## config.mk

```make
export PLATFORM = sky130hd
export DESIGN_NAME = imem_fetch_sequencer
export DESIGN_NICKNAME = d
export VERILOG_FILES = /design/src/rtl/imem_fetch_sequencer.sv
export SDC_FILE = /design/constraint.sdc
export NUM_CORES = 1
export LEC_CHECK = 0
export ABC_CLOCK_PERIOD_IN_PS = 6250
export CAP_MARGIN = 25
export CELL_PAD_IN_SITES_DETAIL_PLACEMENT = 0
export CELL_PAD_IN_SITES_GLOBAL_PLACEMENT = 1
export CORE_UTILIZATION = 40
export CTS_CLUSTER_SIZE = 8
export DETAILED_ROUTE_END_ITERATION = 10
export DONT_BUFFER_PORTS = 1
export PLACE_DENSITY = 0.79
export SLEW_MARGIN = 20
export SYNTH_ARGS = -nofsm -noshare
export SYNTH_HDL_FRONTEND = slang
export SYNTH_SLANG_ARGS = --single-unit
```

## constraint.sdc

```tcl
create_clock -name clk -period 6.25 [get_ports clk]
set_clock_uncertainty 0.15 [all_clocks]
set_input_delay 0.625 -clock clk [delete_from_list [all_inputs] [get_ports clk]]
set_output_delay 0.625 -clock clk [all_outputs]
set_load 0.05 [all_outputs]
```

## src/rtl/imem_fetch_sequencer.sv

```systemverilog
// Instruction fetch sequencer: owns the program counter, reads one program
// slot per accepted transfer from a combinational instruction memory and
// presents it to decode over a valid/ready handshake. Handles branch
// redirects, halts on hlt and flags PC overruns with a sticky fault.
module imem_fetch_sequencer #(
  parameter logic [31:0] RESET_PC = 32'd0,
  parameter logic [31:0] STRIDE   = 32'd4,
  parameter int unsigned DEPTH    = 256
) (
  input  logic        clk,
  input  logic        reset,
  input  logic        start,
  output logic [31:0] imem_addr,
  input  logic [31:0] imem_instr,
  output logic [31:0] inst_out,
  output logic [31:0] inst_pc,
  output logic        inst_valid,
  input  logic        inst_ready,
  input  logic        br_taken,
  input  logic [31:0] br_target,
  output logic        busy,
  output logic        halted,
  output logic        fault
);

  localparam logic [31:0] DEPTH_W = 32'(DEPTH);
  localparam logic [4:0]  OP_HLT  = 5'b11111;

  typedef enum logic [1:0] {
    S_IDLE = 2'd0,
    S_RUN  = 2'd1,
    S_HALT = 2'd2
  } state_t;

  state_t      state_q, state_d;
  logic [31:0] pc_q, pc_d;
  logic [31:0] inst_out_q, inst_out_d;
  logic [31:0] inst_pc_q, inst_pc_d;
  logic        inst_valid_q, inst_valid_d;
  logic        fault_q, fault_d;
  logic        busy_q, halted_q;

  // The output slot can take a new instruction when it is empty or being
  // consumed this cycle.
  logic free;
  logic accept;
  logic overrun;

  assign free    = !inst_valid_q || inst_ready;
  assign accept  = inst_valid_q && inst_ready;
  // Wrap of pc+STRIDE past 2^32 lands at a small address only after passing
  // through DEPTH, so this compare catches every runaway PC.
  assign overrun = (pc_q >= DEPTH_W);

  // Next-state selection: start beats redirect, redirect beats everything
  // the RUN/HALT states would otherwise do.
  always_comb begin
    state_d      = state_q;
    pc_d         = pc_q;
    inst_out_d   = inst_out_q;
    inst_pc_d    = inst_pc_q;
    inst_valid_d = inst_valid_q;
    fault_d      = fault_q;

    if (start) begin
      pc_d         = RESET_PC;
      inst_valid_d = 1'b0;
      fault_d      = 1'b0;
      state_d      = S_RUN;
    end else begin
      unique case (state_q)
        S_IDLE: begin
          // Redirects are meaningless before execution starts.
        end
        S_RUN: begin
          if (br_taken) begin
            pc_d         = br_target;
            inst_valid_d = 1'b0;
          end else if (free) begin
            if (overrun) begin
              // Refuse to fetch out of range; the slot still drains.
              fault_d      = 1'b1;
              inst_valid_d = 1'b0;
              state_d      = S_HALT;
            end else begin
              inst_out_d   = imem_instr;
              inst_pc_d    = pc_q;
              inst_valid_d = 1'b1;
              pc_d         = pc_q + STRIDE;
              if (imem_instr[31:27] == OP_HLT) begin
                state_d = S_HALT;
              end
            end
          end
        end
        S_HALT: begin
          if (br_taken) begin
            // A branch older than the hlt resolved late: resume fetching.
            pc_d         = br_target;
            inst_valid_d = 1'b0;
            state_d      = S_RUN;
          end else if (accept) begin
            inst_valid_d = 1'b0;
          end
        end
        default: begin
          state_d = S_IDLE;
        end
      endcase
    end
  end

  // State and output registers; reset overrides every other input.
  always_ff @(posedge clk) begin
    if (reset) begin
      state_q      <= S_IDLE;
      pc_q         <= RESET_PC;
      inst_out_q   <= 32'd0;
      inst_pc_q    <= 32'd0;
      inst_valid_q <= 1'b0;
      fault_q      <= 1'b0;
      busy_q       <= 1'b0;
      halted_q     <= 1'b0;
    end else begin
      state_q      <= state_d;
      pc_q         <= pc_d;
      inst_out_q   <= inst_out_d;
      inst_pc_q    <= inst_pc_d;
      inst_valid_q <= inst_valid_d;
      fault_q      <= fault_d;
      busy_q       <= (state_d == S_RUN);
      halted_q     <= (state_d == S_HALT);
    end
  end

  assign imem_addr  = pc_q;
  assign inst_out   = inst_out_q;
  assign inst_pc    = inst_pc_q;
  assign inst_valid = inst_valid_q;
  assign busy       = busy_q;
  assign halted     = halted_q;
  assign fault      = fault_q;

endmodule
```

Yosys cells after proc, flatten, opt, wreduce, memory -nomap -nowiden
Index checks and enable logic that the tools add are counted.

storage, ports and cells
  register bits after elaboration = 102
  bits of input ports = 69
  logic and storage cells = 50

cells by class
  $add $sub $neg = 1
  order comparisons = 1
  eq/ne operators = 9
  muxes and demuxes = 18
  bitwise operators = 3
  reduce and logical (&&, ||, !) cells = 10

operator list
  operator                                                             count
  2-to-1 mux 32 bit                                                    4
  case mux 32 bit (2 select lines)                                     1
  adder 32 x 3 -> 32 bit (second input constant)                       1
  greater-or-equal comparator 32 x 9 -> 1 bit (second input constant)  1
  2-to-1 mux 2 bit                                                     6
  != test 3 bit (second input constant)                                3
  AND reduction 4 bit                                                  2
  case mux 2 bit (3 select lines)                                      1
  == test 5 bit (second input constant)                                1
  2-to-1 mux 1 bit                                                     5
  AND reduction 5 bit                                                  1
  == test 2 x 1 -> 1 bit (second input constant)                       2
  == test 2 bit (second input constant)                                2
  inverter 1 bit                                                       3
  AND reduction 3 bit                                                  1
  logical NOT 2 bit                                                    1
  != test 2 bit (second input constant)                                1
  case mux 1 bit (2 select lines)                                      1
  nonzero test 2 bit                                                   1
  OR reduction 2 bit                                                   1
  logical AND 1 bit                                                    1
  logical NOT 1 bit                                                    1
  logical OR 1 bit                                                     1

Logic depth before layout (Yosys ltp)
  depth after elaboration = 8
  mapped depth = 10
  depth with buffers taken out = 7

Worst setup path before layout
No wires, ideal clock.

  kind = input port to flip-flop
  from = in br_taken
  to = reg pc_q[31] (netlist: imem_addr[31])
  setup time = 0.074 ns
  arrival = 2.074 ns
  data required time = 6.026 ns
  path slack = 3.951 ns
  stages on the path = 7
  cell sequence = buf_4 -> or2_2 -> clkbuf_1 -> or3_1 -> nor4_2 -> a32oi_1 -> o21ai_0

on the way
  cells in the longest elaborated chain, start to end = 2
  elaborated cells between the ends (all ways) = 6

ends and longest elaborated chain
  element                                                                                   RTL line  source
  from (decl)                                                                               19        input logic br_taken,
  != test 3 bit (no line), or another cell as far along                                     --
  AND reduction 4 bit (no line) / case mux 32 bit (2 select lines) (equally long branches)  --
  to (signal assigned)                                                                      126       pc_q <= pc_d;
  to (decl)                                                                                 36        logic [31:0] pc_q, pc_d;

Parallel ways exist; a longest one is shown, timed or not.
A chain may end at the register's enable or synchronous reset.

Worst setup path in the final report
  from = reg state_q[0]
  to = reg pc_q[31] (netlist: imem_addr[31])

on the way
  cells in the longest elaborated chain, start to end = 3
  elaborated cells between the ends (all ways) = 8

ends and longest elaborated chain
  element                                                         RTL line  source
  from (decl)                                                     35        state_t state_q, state_d;
  from (signal assigned)                                          125       state_q <= state_d;
  == test 2 x 1 -> 1 bit / == test 2 bit (equally long branches)  71        unique case (state_q)
  != test 3 bit (no line), or another cell as far along           --
  AND reduction 4 bit (no line)                                   --

Parallel ways exist; a longest one is shown, timed or not.

==> results_dict.tcl <==
set metrics [dict create \
    multiInputGateArea_um2 2001 \
    grt_pass1_vias 3097 \
    postCtsSetupBuffers 0 \
    worst_slack_ns 3.263 \
    n_antenna_cell 0 \
    clk_path_buf_depth 2 \
    outcome "complete, no violations" \
    finalCritPeriodShare_pct 47.80 \
    io_pins 169 \
    drtIter0Drc 201 \
    ir_worst_vdd_v 0.0001120 \
    avgSynthCellArea_um2 9.348 \
    coreArea_um2 9955 \
    use_met1_pct 23.80 \
    synthCells 448 \
    cts.clk_slew.worst_paths_ns 0.11 \
    seq_area_frac_synth_pct 48.76 \
    syn_nets 523 \
    via_per_inst 5.692 \
    fin_area_um2 4466 \
    hp-class "in -> reg" \
    die-area_um2 10880 \
    fillers 961 \
    tritoncts "done" \
    dp.cells 560 \
    route.detailed.wl_per_inst_um 18.20 \
    yosysWarnings 0 \
    powerDensity_nw_per_um2 281.0 \
    drt_pre_antenna_iters 5 \
    synth_mux_area_share_pct 10.28 \
    drc 0 \
    worst_pin_slew_ns 0.9546 \
    grtUsageMet2_pct 31.46 \
    seqCellArea_um2 2042 \
    pre_cts_slack_ns 3.230 \
    fin_crit_ns 2.987 \
    crit_path_end_kind "flop" \
    final-setup-viol-count 0 \
    post_cts_resized 0 \
    yosys.area_share.simple_pct 22.23 \
    synth_top_family_by_area "simple AND/OR/NAND/NOR gates" \
    max-slew-margin-rel_pct 36.13 \
    hold_violations 0 \
    cts-htree-levels 3 \
    dpl_cell_area_um2 4267 \
    async_flop_share_pct 0 \
    ctsHoldBuffers 0 \
    ys_types 47 \
    rsz0062_at_grt "no" \
    slew_viol_final 0 \
    cts_root_buf "clkbuf_8" \
    grt_pass1_wl_um 16750 \
    cp-start-kind "flop" \
    synth_xor_area_share_pct 0 \
    grt.overflow.total 0 \
    fmax_mhz 334.8 \
    grt-busiest-layer "met2" \
    die_y_um 104.3 \
    synthAdderAreaFrac_pct 1.793 \
    syn_to_final_growth_pct 6.633 \
    ys_ff_latch 102 \
    synth_compound_area_share_pct 13.21 \
    setup_tns_ns 0 \
    cts.sinks 102 \
    drt_wl_total_um 10500 \
    nets 514 \
    critPathMaxFanout 41 \
    rrSetupSlack_ns 3.26 \
    total_power_mw 1.255 \
    antenna_found_initial 0 \
    syn_area_um2 4188 \
    globalRouteMet3Util_pct 7.769 \
    synth_ff_type "dfxtp_1" \
    critPathArrivalTime_ns 3.12 \
    rows 36 \
    ant_nets 0 \
    synth_edf_count 0 \
    critPathKind "reg -> reg" \
    worstPathRequired_ns 6.39 \
    initial_core_util_pct 42.07 \
    place_congestion 0.8311 \
    layout-drive-gt1-share_pct 7.883 \
    final_cell_count_no_fill 577 \
    grt_usage_pct 19.39 \
    die_w_um 104.3 \
    maxCapViolCount 0 \
    port_buffers 0 \
    dp_hpwl_um 7556 \
    grt_max_degree 48 \
    dr_total_vias 3284 \
    p_leak_nw 1.506 \
    cts_made_buffers 9 \
    clkLatencyLatePin_ns 0.36 \
]
==> where the power goes <==
group	internal [mW]	switching, mW
Clock	0.154	0.246
Combinational	0.0438	0.0729
Sequential	0.665	0.0724
==> cells in the mapped netlist (all sizes together) (4+ instances only) <==
master	n	share of area [%]
nor2	59	5.3
buf	9	1.4
a211oi	7	1.3
nand3	12	1.4
or2	5	0.75
ha	6	1.8
a22oi	7	1.3
and2	25	3.7
nor4	12	2.5
inv	12	1.1
clkbuf	14	1.3
mux2i	43	10
dfxtp	102	49
o22ai	6	0.90
o21ai	24	2.9
nor3	4	0.60
nand2	34	3.2
a21oi	21	2.5
nand4	8	1.3
==> layout by cell type, fill, tap and decap left out, types with 3 or more instances in the layout <==
cell type	instances
dfxtp_1	102
nor2_1	58
mux2i_1	43
nand2_1	33
and2_1	25
a21oi_1	21
o21ai_0	19
inv_1	12
nand3_1	12
clkbuf_8	9
nor4_1	7
nand4_1	7
a22oi_1	7
a211oi_1	7
o22ai_1	6
ha_1	6
or2_2	5
o21ai_1	5
nor4_2	4
nand2b_1	3
nor3_1	3
and4_1	3
o31ai_1	3
nor3b_1	3
a32oi_1	3
clkinv_4	3
buf_4	3
==> critical path: stages (launching register included) <==
cell and delay [ns]:
dfxtp_1 0.39, inv_1 0.09, ha_1 0.33, or2_2 0.62
or3_1 0.47, nor4_2 0.45, a32oi_1 0.19, o21ai_0 0.20
==> final cells by class <==
| cell class | instances | area share, % |
|---|---|---|
| tap | 133 | 3.727 |
| sequential | 102 | 45.73 |
| inverter | 12 | 1.009 |
| timing repair buffer | 3 | 0.5043 |
| multi-input combinational | 311 | 44.80 |
| clock buffer | 9 | 2.774 |
| clock inverter | 7 | 1.457 |
==> per-stage QoR <==
step | hold WS [ns] | utilization (%)
2_1_floorplan | 0.5084 | -
3_3_place_gp | 0.5504 | 42.86
3_5_place_dp | 0.5526 | 42.86
4_1_cts | 0.1471 | 44.76
5_1_grt | 0.1358 | 44.86
6_report | 0.1727 | 44.86
==> path summary, 6_finish.rpt <==
kind,startpoint,endpoint,depth (start not counted)
worst max-delay path,state_q[0],imem_addr[31],7
worst min-delay path,reset,inst_out[8],1
worst max register to register,state_q[0],imem_addr[31],7
worst min register to register,fault,fault,2
==> registers in the layout, indices dropped and copies added, names as in the netlist <==
register,count
inst_valid,1
busy,1
inst_out,32
halted,1
inst_pc,32
fault,1
state_q,2
imem_addr,32
==> cell families (layout without fill, tap and decap cells) <==
kind of cell | count (synthesis) | after routing
mux | 43 | 43
compound gates | 84 | 84
fa+ha+maj | 6 | 6
flops | 102 | 102
buf+inv | 35 | 31
simple gates | 178 | 178
==> layer usage <==
| layer | part of all wire (%) | vias up | wire, um |
|---|---|---|---|
| li1 | - | 1574 | - |
| met1 | 43 | 1553 | 4525 |
| met2 | 47 | 152 | 4885 |
| met3 | 9.6 | 5 | 1011 |
| met4 | 0.75 | 0 | 79 |
| met5 | 0 | - | 0 |
No activity file was read; power rests on OpenSTA's default activity.
